<file path="config.mk">
export PLATFORM = sky130hd
export DESIGN_NAME = serial_bit_feeder
export DESIGN_NICKNAME = d
export VERILOG_FILES = /design/src/rtl/serial_bit_feeder.sv
export SDC_FILE = /design/constraint.sdc
export NUM_CORES = 1
export LEC_CHECK = 0
export BUFFER_PORTS_ARGS = -buffer_cell sky130_fd_sc_hd__buf_2
export CORE_UTILIZATION = 50
export CTS_BUF_LIST = sky130_fd_sc_hd__clkbuf_8
export DETAILED_ROUTE_END_ITERATION = 6
export PLACE_DENSITY = 0.85
export SYNTH_ARGS = -nofsm -noshare
export SYNTH_HDL_FRONTEND = slang
export SYNTH_SLANG_ARGS = --single-unit
</file>
<file path="constraint.sdc">
create_clock -name clk -period 2.1 [get_ports clk]
set_input_delay 0.105 -clock clk [delete_from_list [all_inputs] [get_ports clk]]
set_output_delay 0.105 -clock clk [all_outputs]
set_load 0.005 [all_outputs]
</file>
<file path="src/rtl/serial_bit_feeder.sv">
// Parallel-to-serial feeder for the serial sequence detector.
// Shifts an N-bit word out one bit per BIT_PERIOD clocks.
module serial_bit_feeder #(
  parameter int   NUM_BITS   = 8,
  parameter bit   MSB_FIRST  = 1'b1,
  parameter int   BIT_PERIOD = 1,
  parameter logic IDLE_BIT   = 1'b0
) (
  input  logic                clk,
  input  logic                rst,
  input  logic                load_valid,
  input  logic [NUM_BITS-1:0] load_data,
  output logic                load_ready,
  output logic                serial_out,
  output logic                bit_strobe,
  output logic                busy,
  output logic                done
);

  localparam int BW = $clog2(NUM_BITS);
  localparam int PW = $clog2(BIT_PERIOD) + 1;
  localparam logic [BW-1:0] LAST_BIT = BW'(NUM_BITS - 1);
  localparam logic [PW-1:0] LAST_PER = PW'(BIT_PERIOD - 1);

  typedef enum logic [0:0] {
    IDLE,
    SHIFT
  } state_t;

  state_t              r_state;
  logic [NUM_BITS-1:0] r_shift;
  logic [BW-1:0]       r_bit_cnt;
  logic [PW-1:0]       r_per_cnt;
  logic                r_serial;
  logic                r_strobe;
  logic                r_busy;
  logic                r_done;

  logic                w_last_per;
  logic                w_last_bit;
  logic                w_accept;
  logic                w_first;
  logic                w_next;
  logic [NUM_BITS-1:0] w_shifted;

  assign w_last_per = (r_per_cnt == LAST_PER);
  assign w_last_bit = (r_bit_cnt == LAST_BIT);
  assign load_ready = (r_state == IDLE) ||
                      (w_last_per && w_last_bit);
  assign w_accept   = load_valid && load_ready;

  // The active bit always sits at the outgoing end of r_shift.
  always_comb begin
    if (MSB_FIRST) begin
      w_first   = load_data[NUM_BITS-1];
      w_next    = r_shift[NUM_BITS-2];
      w_shifted = {r_shift[NUM_BITS-2:0], 1'b0};
    end else begin
      w_first   = load_data[0];
      w_next    = r_shift[1];
      w_shifted = {1'b0, r_shift[NUM_BITS-1:1]};
    end
  end

  always_ff @(posedge clk) begin
    if (rst) begin
      r_state   <= IDLE;
      r_shift   <= '0;
      r_bit_cnt <= '0;
      r_per_cnt <= '0;
      r_serial  <= IDLE_BIT;
      r_strobe  <= 1'b0;
      r_busy    <= 1'b0;
      r_done    <= 1'b0;
    end else begin
      r_strobe <= 1'b0;
      r_done   <= 1'b0;
      if (w_accept) begin
        // A load in SHIFT is a back-to-back word: the old one ends now.
        r_done    <= (r_state == SHIFT);
        r_state   <= SHIFT;
        r_shift   <= load_data;
        r_serial  <= w_first;
        r_strobe  <= 1'b1;
        r_busy    <= 1'b1;
        r_bit_cnt <= '0;
        r_per_cnt <= '0;
      end else begin
        unique case (r_state)
          IDLE: begin
            r_serial <= IDLE_BIT;
            r_busy   <= 1'b0;
          end
          SHIFT: begin
            if (!w_last_per) begin
              r_per_cnt <= r_per_cnt + PW'(1);
            end else if (!w_last_bit) begin
              r_per_cnt <= '0;
              r_bit_cnt <= r_bit_cnt + BW'(1);
              r_shift   <= w_shifted;
              r_serial  <= w_next;
              r_strobe  <= 1'b1;
            end else begin
              r_done    <= 1'b1;
              r_state   <= IDLE;
              r_serial  <= IDLE_BIT;
              r_busy    <= 1'b0;
              r_shift   <= '0;
              r_bit_cnt <= '0;
              r_per_cnt <= '0;
            end
          end
          default: begin
            r_state  <= IDLE;
            r_serial <= IDLE_BIT;
            r_busy   <= 1'b0;
          end
        endcase
      end
    end
  end

  assign serial_out = r_serial;
  assign bit_strobe = r_strobe;
  assign busy       = r_busy;
  assign done       = r_done;

endmodule

</file>
==> flow_summary.ini, run 1 <==
[timing]
max_slew_margin = 0.7426
rsz0062_at_grt = no
final-max-slew-violation-count = 0
setup_tns_ps = 0
holdWs_ps = 119.6
finalCritPeriodShare = 0.7559
worstMarginPinSlew_ps = 386.2
fin_worst_skew_ps = 6.976
min_period_ps = 1587
hold_viol = 0
setup_violations = 0
max_freq_mhz = 629.9

[layout]
antennaDiodeCount = 0
postLayoutCellArea_um2 = 799.5
final_cell_count_no_fill = 104
fin_util = 0.6741
nets = 105
drive_above_1_share = 0.2556
area_growth_pct = 18.55
final.fill_count = 95

[floorplan]
dieWidth_um = 38.73
top_level_ports = 16
rows = 12
start_util = 0.5686
coreArea_um2 = 1186
dieArea_um2 = 1500
die_h_um = 38.73

[drt]
firstDrtPassIters = 6
wirelength_mm = 1.497
ant_nets = 0
wl_per_cell_um = 14.39
drt_iter0_drc = 34
drc = 0
routed_via_density = 6.058
vias = 630

[global_routing]
gr-usage-met1 = 0.2340
grt_pass1_wl_mm = 2.277
grtUsageMet3 = 0.1040
use_met2 = 0.4333
grt_usage = 0.2335
grt_pass1_vias = 573
top_usage_layer = met2
gr-total-overflow = 0
grt_antenna_before_repair = 0
grt_start_max_net_pins = 23

[placed_design]
port-buffer-count = 15
dpl_cell_area_um2 = 744.5
post-dp-hpwl_mm = 1.059
gp_congestion = 0.7700
placedCellCount = 100

[critical_path]
endpoint_kind = flip-flop
crit_path_max_incr_delay_ps = 360
r2r_setup_slack_ps = 510
crit_buf_inv = 0
crit_chain = ha_1 > ha_1 > and2_4 > a222oi_1 > nor3_1
crit_start = r_bit_cnt[0]
crit_top_cell = ha_1
path_class = flip-flop to flip-flop
cp_max_fo = 8
cp_data_required_time_ps = 2230
rr_startpoint = r_bit_cnt[0]
crit_path_top_delay_cell = a222oi_1
critPathLaunchType = flip-flop
worstPathArrival_ps = 1720
critPathTopFamily = adder cells

[power]
power.density_nw_per_um2 = 785.7
switching_share = 0.2335
switchingPower_mw = 0.1467
pwr-share-clk = 0.416
peakVddDrop_mv = 0.6064
intPower_mw = 0.4815
power.leakage_nw = 0.3571
p_comb_frac = 0.122
p_seq_frac = 0.461

[job]
drv_cap = 0

[synth]
synth.area.top_cells = dfxtp_1 42%, nor3_1 6.7%, a222oi_1 5.9%, ha_1 5.6%, a21oi_1 5.2%
yosysTopAreaCellShare = 0.4156
synth.cell_area_um2 = 674.4
synth-edff-count = 0
syn-num-nets = 88
synth_top_family_by_area = simple AND/OR/NAND/NOR gates
synth_xor_area_frac = 0
syn_avg_cell_area_um2 = 9.113
synthMuxAreaShare = 0.05009
yosysSeqAreaShare = 0.4156
synth_fa_ha_area_frac = 0.05566
synth_compound_area_frac = 0.1707
syn_inst = 74
synth_top_area_cell = dfxtp_1
ys_warn_count = 0
yosysMostFrequentCell = dfxtp_1
ys_ff_latch = 14
yosys-top-cells-count = 14 x dfxtp_1, 9 x nor3_1, 7 x a21oi_1
synth_cell_types = 24
synth_top_flop_cell = dfxtp_1
async_flop_share = 0
synthSimpleGateAreaFrac = 0.2468

[clock_network]
clk_latency_ps = 250
path_clk_slew_ps = 60
post_cts_resize_count = 0
hold_buffers = 0
cts_setup_buffers = 0
cts_buffers = 3
clock_sinks = 14
cts_tree = yes
clk_path_buf_depth = 2
cts_root_buffer = clkbuf_8
ctsHtreeMaxLevel = 1

[outcome]
status = finished, final reports clean

[hold_path]
hold_path_class = primary input to flip-flop
hp-start = load_data[7]
-- cell usage in the layout (no fill, tap or decap) --
cell type   n
nand3_1     4
and2_4      1
nor3b_1     1
mux2_1      2
a22oi_1     1
a222oi_1    4
and2b_1     1
nor2b_2     1
a21oi_1     7
nand2_1     4
nand2b_1    5
mux2_2      1
clkbuf_8    4
inv_1       2
clkinv_1    1
buf_4       1
a32oi_1     3
buf_2      15
dfxtp_1    14
a31oi_1     1
nand3b_1    1
nor2_1      4
ha_1        3
nor3_1      9
-- per-layer routing --
metal  routed length, µm  up-vias
li1                    -      306
met1                 618      297
met2                 771       25
met3                  96        2
met4                  10        0
met5                   0        -
-- power groups by stage --
stage / Clock (mW) / Sequential [mW] / Combinational [mW]
2_1_floorplan: 0 / 0.294 / 0.0518
6_report: 0.262 / 0.290 / 0.0767
3_3_place_gp: 0 / 0.294 / 0.0734
4_1_cts: 0.266 / 0.289 / 0.0762
5_1_grt: 0.278 / 0.291 / 0.0849
3_5_place_dp: 0 / 0.295 / 0.0757
-- stage by stage --
stage	setup slack [ps]	power [mW]
5_1_grt	439.6	0.6541
6_report	512.6	0.6282
4_1_cts	528.7	0.6317
3_5_place_dp	531.0	0.3708
3_3_place_gp	590.9	0.3672
2_1_floorplan	669.6	0.3454
-- cell type report --
| cell class | instances | area [µm²] | share of cell area |
|---|---|---|---|
| sequential | 14 | 280.3 | 0.3505 |
| inverter | 3 | 11.26 | 0.01408 |
| clock buffer | 4 | 55.05 | 0.06886 |
| multi-input combinational | 53 | 352.8 | 0.4413 |
| tap | 14 | 17.52 | 0.02191 |
| timing repair buffer | 16 | 82.58 | 0.1033 |
-- kinds of logic (layout without fill, tap and decap cells) --
family          count (synthesis)  after routing
buf+inv                         7             23
compound gates                 16             16
flops                          14             14
simple gates                   31             31
mux                             3              3
fa+ha+maj                       3              3
-- registers in the layout, indices dropped and copies added, names as in the netlist --
name        count
serial_out      1
busy            1
done            1
r_shift         7
bit_strobe      1
r_bit_cnt       3
-- tightest hold or removal path, cell delays in order --
cell and delay, ps:
buf_2 100, nand3_1 70, a21oi_1 60
-- worst paths after layout --
path / cells past startpoint / end
setup / recovery: 5 / r_shift[5]
hold / removal: 3 / serial_out
setup reg to reg: 5 / r_shift[5]
hold reg to reg: 2 / serial_out
Power figures use the tool's default switching activity.
==> run 2, diff against run 1 <==
--- a/config.mk
+++ b/config.mk
@@ -5,11 +5,12 @@
 export SDC_FILE = /design/constraint.sdc
 export NUM_CORES = 1
 export LEC_CHECK = 0
+export ABC_AREA = 1
 export BUFFER_PORTS_ARGS = -buffer_cell sky130_fd_sc_hd__buf_2
-export CORE_UTILIZATION = 50
+export CORE_UTILIZATION = 49
 export CTS_BUF_LIST = sky130_fd_sc_hd__clkbuf_8
 export DETAILED_ROUTE_END_ITERATION = 6
-export PLACE_DENSITY = 0.85
+export PLACE_DENSITY = 0.86
 export SYNTH_ARGS = -nofsm -noshare
 export SYNTH_HDL_FRONTEND = slang
 export SYNTH_SLANG_ARGS = --single-unit
==> constraint.sdc (replaced) <==
create_clock -name clk -period 1.3 [get_ports clk]
set_input_delay 0.065 -clock clk [delete_from_list [all_inputs] [get_ports clk]]
set_output_delay 0.065 -clock clk [all_outputs]
set_load 0.005 [all_outputs]
==> run 2 against run 1 <==
Compared with the run above:
- wire length up 5.9%
- critical path depth did not move
- worst setup slack worse by 480 ps
==> flow_summary.ini, run 2 <==
[outcome]
status = finished, final reports clean

[layout]
final_cell_count_no_fill = 131
antennaDiodeCount = 0
top_regs = r_shift x7, r_bit_cnt x3
nets = 131
mostFrequentLayoutCell = nand2_1
final.fill_count = 105
most-common-layout-cells = 18 x nand2_1, 15 x buf_2, 14 x nor2_1
largest_reg_flops = 7
regMostFlops = r_shift
area_growth_pct = 31.32
fin_util = 0.7009
drive_above_1_share = 0.3707

[critical_path]
r2r_setup_slack_ps = 70
crit_buf_inv = 2
r2r_end = r_shift[3]
critPathTopFamily = adder cells
critPathLaunchType = flip-flop
rr_startpoint = r_bit_cnt[1]
endpoint_kind = output pin
crit_path_top_delay_cell = dfxtp_2
crit_chain = ha_4 > ha_2 > nor2_4 > inv_1 > buf_2
path_class = flip-flop to output pin
worstPathArrival_ps = 1200
cp_max_fo = 2
crit_path_max_incr_delay_ps = 330
worstRegToRegCells = 9
cp_data_required_time_ps = 1240

[placed_design]
placedCellCount = 123
port-buffer-count = 15
post-dp-hpwl_mm = 1.030
gp_congestion = 0.8880

[synth]
syn_avg_cell_area_um2 = 7.561
synth-edff-count = 0
syn-num-nets = 107
ys_warn_count = 0
ys_ff_latch = 14
async_flop_share = 0
yosys-top-cells-count = 18 x nand2_1, 14 x dfxtp_1, 14 x nor2_1
synth.area.top_cells = dfxtp_1 40%, nand2_1 9.6%, nor2_1 7.5%, nand3_1 6.4%, a21oi_1 5.7%
synth.cell_area_um2 = 703.2
synth_top_flop_cell = dfxtp_1
yosysMostFrequentCell = nand2_1
yosysTopAreaCellShare = 0.3986
synth_top_area_cell = dfxtp_1
yosysSeqAreaShare = 0.3986
synth_cell_types = 19
syn_inst = 93

[timing]
final-max-slew-violation-count = 0
max_freq_mhz = 790.5
finalCritPeriodShare = 0.9731
rsz0062_at_grt = yes
fin_worst_skew_ps = 5.414
hold_viol = 0
max_slew_margin = 0.8405
setup_violations = 0
min_period_ps = 1265
worstMarginPinSlew_ps = 239.3

[global_routing]
grt_pass1_wl_mm = 2.201
grt_start_max_net_pins = 10
use_met2 = 0.3266
gr-usage-met1 = 0.2833
grt_pass1_vias = 519
grt_usage = 0.2169
gr-total-overflow = 0
top_usage_layer = met2
grtUsageMet3 = 0.05114
grt_antenna_before_repair = 0

[drt]
vias = 673
wl_per_cell_um = 12.10
drt_iter0_drc = 15
firstDrtPassIters = 4
wirelength_mm = 1.585
drc = 0
routed_via_density = 5.137
ant_nets = 0

[floorplan]
start_util = 0.5337
die_h_um = 39.88
coreArea_um2 = 1318
rows = 13
top_level_ports = 16
dieArea_um2 = 1590
dieWidth_um = 39.88

[clock_network]
cts_tree = yes
path_clk_slew_ps = 50
clk_path_buf_depth = 2
cts_buffers = 3
cts_root_buffer = clkbuf_8
ctsHtreeMaxLevel = 1
clk_latency_ps = 240
clock_sinks = 14
hold_buffers = 0

[hold_path]
worstHoldPathCells = 3
holdPathEnd = r_shift[6]
hp-start = load_data[6]
hold_path_class = primary input to flip-flop

[power]
peakVddDrop_mv = 0.8622
power.density_nw_per_um2 = 1141
power.leakage_nw = 0.4410

[job]
drv_cap = 0
## run 2: changes by cell type in the layout (fill, tap and decap cells not counted), sizes merged, moves of 4 or more
cell	change
a222oi	-4
o21ai	+5
nand2b	-5
buf	+6
nor2	+12
nand3	+5
nand2	+18
inv	+8
nor3	-9
## run 2: area by class of cell
type | instances | area (µm²) | area share
well taps | 15 | 18.77 | 0.02033
clock buffers | 4 | 55.05 | 0.05962
inverters | 10 | 45.04 | 0.04878
repair buffers | 22 | 140.1 | 0.1518
flip-flops and latches | 14 | 284.0 | 0.3076
multi-input cells | 66 | 380.4 | 0.4119
## run 2: timing repair
action / in CTS / in global routing
setup buffers: 3 / 1
setup endpoints to repair: 12 / 11
resized for setup: 5 / 4
pin swaps: 2 / 2
## run 2: power breakdown
part,leakage (nW),total (mW),internal (mW),switching (mW)
Sequential,0.116,0.474,0.456,0.0187
Clock,0.0288,0.420,0.268,0.152
Combinational,0.296,0.159,0.0697,0.0894
## run 2: tightest hold or removal path: stages
cell and delay, ps:
buf_2 80, a21oi_1 50, nor2_1 70
## run 2: metrics by stage
| step | power, mW | cell area [µm²] | setup WS (ps) | setup TNS [ps] | hold slack (ps) |
|---|---|---|---|---|---|
| after floorplan | 0.5828 | 703.2 | 30.07 | 0 | 205.0 |
| after global placement | 0.6195 | 792.0 | -11.18 | -21.97 | 295.1 |
| after detailed placement | 0.6223 | 792.0 | -68.26 | -306.5 | 308.6 |
| after CTS | 1.045 | 902.1 | 4.221 | 0 | 61.54 |
| after global routing | 1.098 | 923.4 | -7.704 | -7.704 | 83.01 |
| final | 1.053 | 923.4 | 35.02 | 0 | 54.74 |
## run 2: routing by layer
layer | wire (µm) | share of wire
met5 | 0 | 0
met1 | 757 | 0.48
met4 | 29 | 0.018
met2 | 746 | 0.47
met3 | 51 | 0.032
## run 2: logic make-up (layout without fill, tap and decap cells)
family | Yosys count | after routing | share of synthesized area
mux | 1 | 1 | 0.01424
fa+ha+maj | 3 | 3 | 0.05339
compound gates | 15 | 15 | 0.1174
flops | 14 | 14 | 0.3986
simple gates | 47 | 47 | 0.3167
buf+inv | 13 | 36 | 0.09963
## run 2: worst max-delay path by stage
stage                     slack (ps)  cells past startpoint          to    startpoint
after floorplan                   30                      8  r_shift[1]  r_bit_cnt[0]
after global placement           -10                      8  r_shift[1]  r_bit_cnt[0]
after detailed placement         -70                      8  r_shift[1]  r_bit_cnt[0]
after CTS                          4                      4  load_ready    bit_strobe
after global routing              -8                      5  load_ready  r_bit_cnt[1]
final                             40                      5  load_ready  r_bit_cnt[1]
==> run 3, diff against run 2 <==
--- a/config.mk
+++ b/config.mk
@@ -7,10 +7,10 @@
 export LEC_CHECK = 0
 export ABC_AREA = 1
 export BUFFER_PORTS_ARGS = -buffer_cell sky130_fd_sc_hd__buf_2
-export CORE_UTILIZATION = 49
+export CORE_UTILIZATION = 50
 export CTS_BUF_LIST = sky130_fd_sc_hd__clkbuf_8
 export DETAILED_ROUTE_END_ITERATION = 6
-export PLACE_DENSITY = 0.86
+export PLACE_DENSITY = 0.85
 export SYNTH_ARGS = -nofsm -noshare
 export SYNTH_HDL_FRONTEND = slang
 export SYNTH_SLANG_ARGS = --single-unit
==> constraint.sdc (replaced) <==
create_clock -name clk -period 1.41 [get_ports clk]
set_input_delay 0.0705 -clock clk [delete_from_list [all_inputs] [get_ports clk]]
set_output_delay 0.0705 -clock clk [all_outputs]
set_load 0.005 [all_outputs]
==> run 3 against run 2 <==
Compared with the run above:
- combinational power is 21% lower
- cell count is 3.8% lower
- non-clock buffer count is 5 lower
- total power is 9.6% lower
- critical endpoint unchanged
- worst hold slack better by 13 ps
- sequential power is 7.6% lower
- highest routed layer unchanged
- critical path depth stayed put
==> flow_summary.ini, run 3 (same netlist as run 2, synthesis figures left out) <==
[outcome]
status = finished, final reports clean

[drt]
drc = 0
wirelength_mm = 1.404
routed_via_density = 5.270
firstDrtPassIters = 4
ant_nets = 0
drt_iter0_drc = 7
wl_per_cell_um = 11.14
vias = 664

[layout]
most-common-layout-cells = 18 x nand2_1, 15 x buf_2, 14 x nor2_1
fin_util = 0.6615
antennaDiodeCount = 0
regMostFlops = r_shift
largest_reg_flops = 7
mostFrequentLayoutCell = nand2_1
area_growth_pct = 22.42
nets = 126
drive_above_1_share = 0.3243
top_regs = r_shift x7, r_bit_cnt x3
postLayoutCellArea_um2 = 860.8
final.fill_count = 125

[clock_network]
clock_sinks = 14
clk_path_buf_depth = 2
clk_latency_ps = 240
ctsHtreeMaxLevel = 1
cts_root_buffer = clkbuf_8
cts_tree = yes
path_clk_slew_ps = 60
cts_buffers = 3

[floorplan]
dieArea_um2 = 1560
rows = 13
start_util = 0.5404
coreArea_um2 = 1301
die_h_um = 39.50
top_level_ports = 16
dieWidth_um = 39.50

[timing]
setup_violations = 0
min_period_ps = 1342
worstMarginPinSlew_ps = 270.0
worst_slack_ps = 67.91
max_slew_margin = 0.8200
hold_viol = 0
fin_worst_skew_ps = 2.631
rsz0062_at_grt = no
finalCritPeriodShare = 0.9518
final-max-slew-violation-count = 0
max_freq_mhz = 745.1

[power]
power.density_nw_per_um2 = 1107
power.leakage_nw = 0.4084
total_power_mw = 0.9526
peakVddDrop_mv = 0.6679

[critical_path]
cp_max_fo = 4
critPathTopFamily = adder cells
crit_path_top_delay_cell = dfxtp_1
crit_chain = ha_2 > ha_2 > nor2_4 > inv_1 > buf_2
crit_buf_inv = 2
crit_path_max_incr_delay_ps = 330
path_class = flip-flop to output pin
crit_top_cell = ha_2
cp_data_required_time_ps = 1340
r2r_setup_slack_ps = 80
worstPathArrival_ps = 1270
endpoint_kind = output pin
critPathLaunchType = flip-flop

[placed_design]
dpl_cell_area_um2 = 769.5
post-dp-hpwl_um = 984.3
port-buffer-count = 15
gp_congestion = 0.9308
dp_slack_ps = -13.57

[global_routing]
grt_antenna_before_repair = 0
gr-total-overflow = 0
grt_pass1_vias = 532
grt_usage = 0.2054
grt_start_max_net_pins = 11
grt_pass1_wl_mm = 2.111

[job]
drv_cap = 0

[hold_path]
hold_path_class = primary input to flip-flop
-- run 3: cell count changes in the layout (fill, tap and decap cells not counted) --
| cell | change |
|---|---|
| ha_2 | +1 |
| dfxtp_2 | -2 |
| ha_4 | -1 |
| buf_12 | -1 |
| dfxtp_1 | +2 |
| buf_4 | -4 |
-- run 3: path summary, 6_finish.rpt --
check | cells after the start | to | from
max | 5 | load_ready | r_bit_cnt[0]
min | 3 | r_shift[6] | load_data[6]
max reg2reg | 8 | r_shift[6] | r_bit_cnt[0]
min reg2reg | 2 | serial_out | r_shift[6]
-- run 3: routing by layer --
layer  track usage  vias up  routed length (µm)
met5             0        -                   0
met4       0.07759        0                  21
met3       0.08523        6                  81
met2        0.3074       24                 646
met1        0.2577      302                 654
li1              -      332                   -
-- run 3: area by class of cell --
cell class / instances / area (µm²) / share of cell area
clock buffer: 4 / 55.05 / 0.06395
multi-input combinational: 66 / 370.4 / 0.4302
inverter: 10 / 45.04 / 0.05233
tap: 15 / 18.77 / 0.02180
timing repair buffer: 17 / 90.09 / 0.1047
sequential: 14 / 281.5 / 0.3270
-- run 3: repair_timing --
action,4_1_cts,5_1_grt
setup endpoints to repair,2,12
hold buffers,0,0
buffers inserted,2,0
pin swaps,0,0
cloned,0,0
resized for setup,1,5
-- run 3: worst register-to-register path, delay by kind of cell (launching register included) --
family | cells | cell delay (ps)
adder cells (fa/ha/maj) | 2 | 380
flip-flops | 1 | 360
AND/OR/NAND/NOR | 3 | 170
buffers and inverters | 2 | 190
AO/OA/AOI/OAI | 1 | 140
-- run 3: report_power, final --
group	internal (mW)	leakage, nW	total [mW]	switching (mW)
Clock	0.247	0.0288	0.390	0.142
Combinational	0.0515	0.264	0.125	0.0740
Sequential	0.420	0.115	0.438	0.0179
-- run 3: stage by stage --
step                setup TNS, ps  hold slack, ps  cells
floorplan                       0           210.5     93
global placement                0           298.1    120
detailed placement         -13.57           310.2    120
CTS                             0           68.12    126
global route                    0           79.76    126
finish                          0           67.48    126
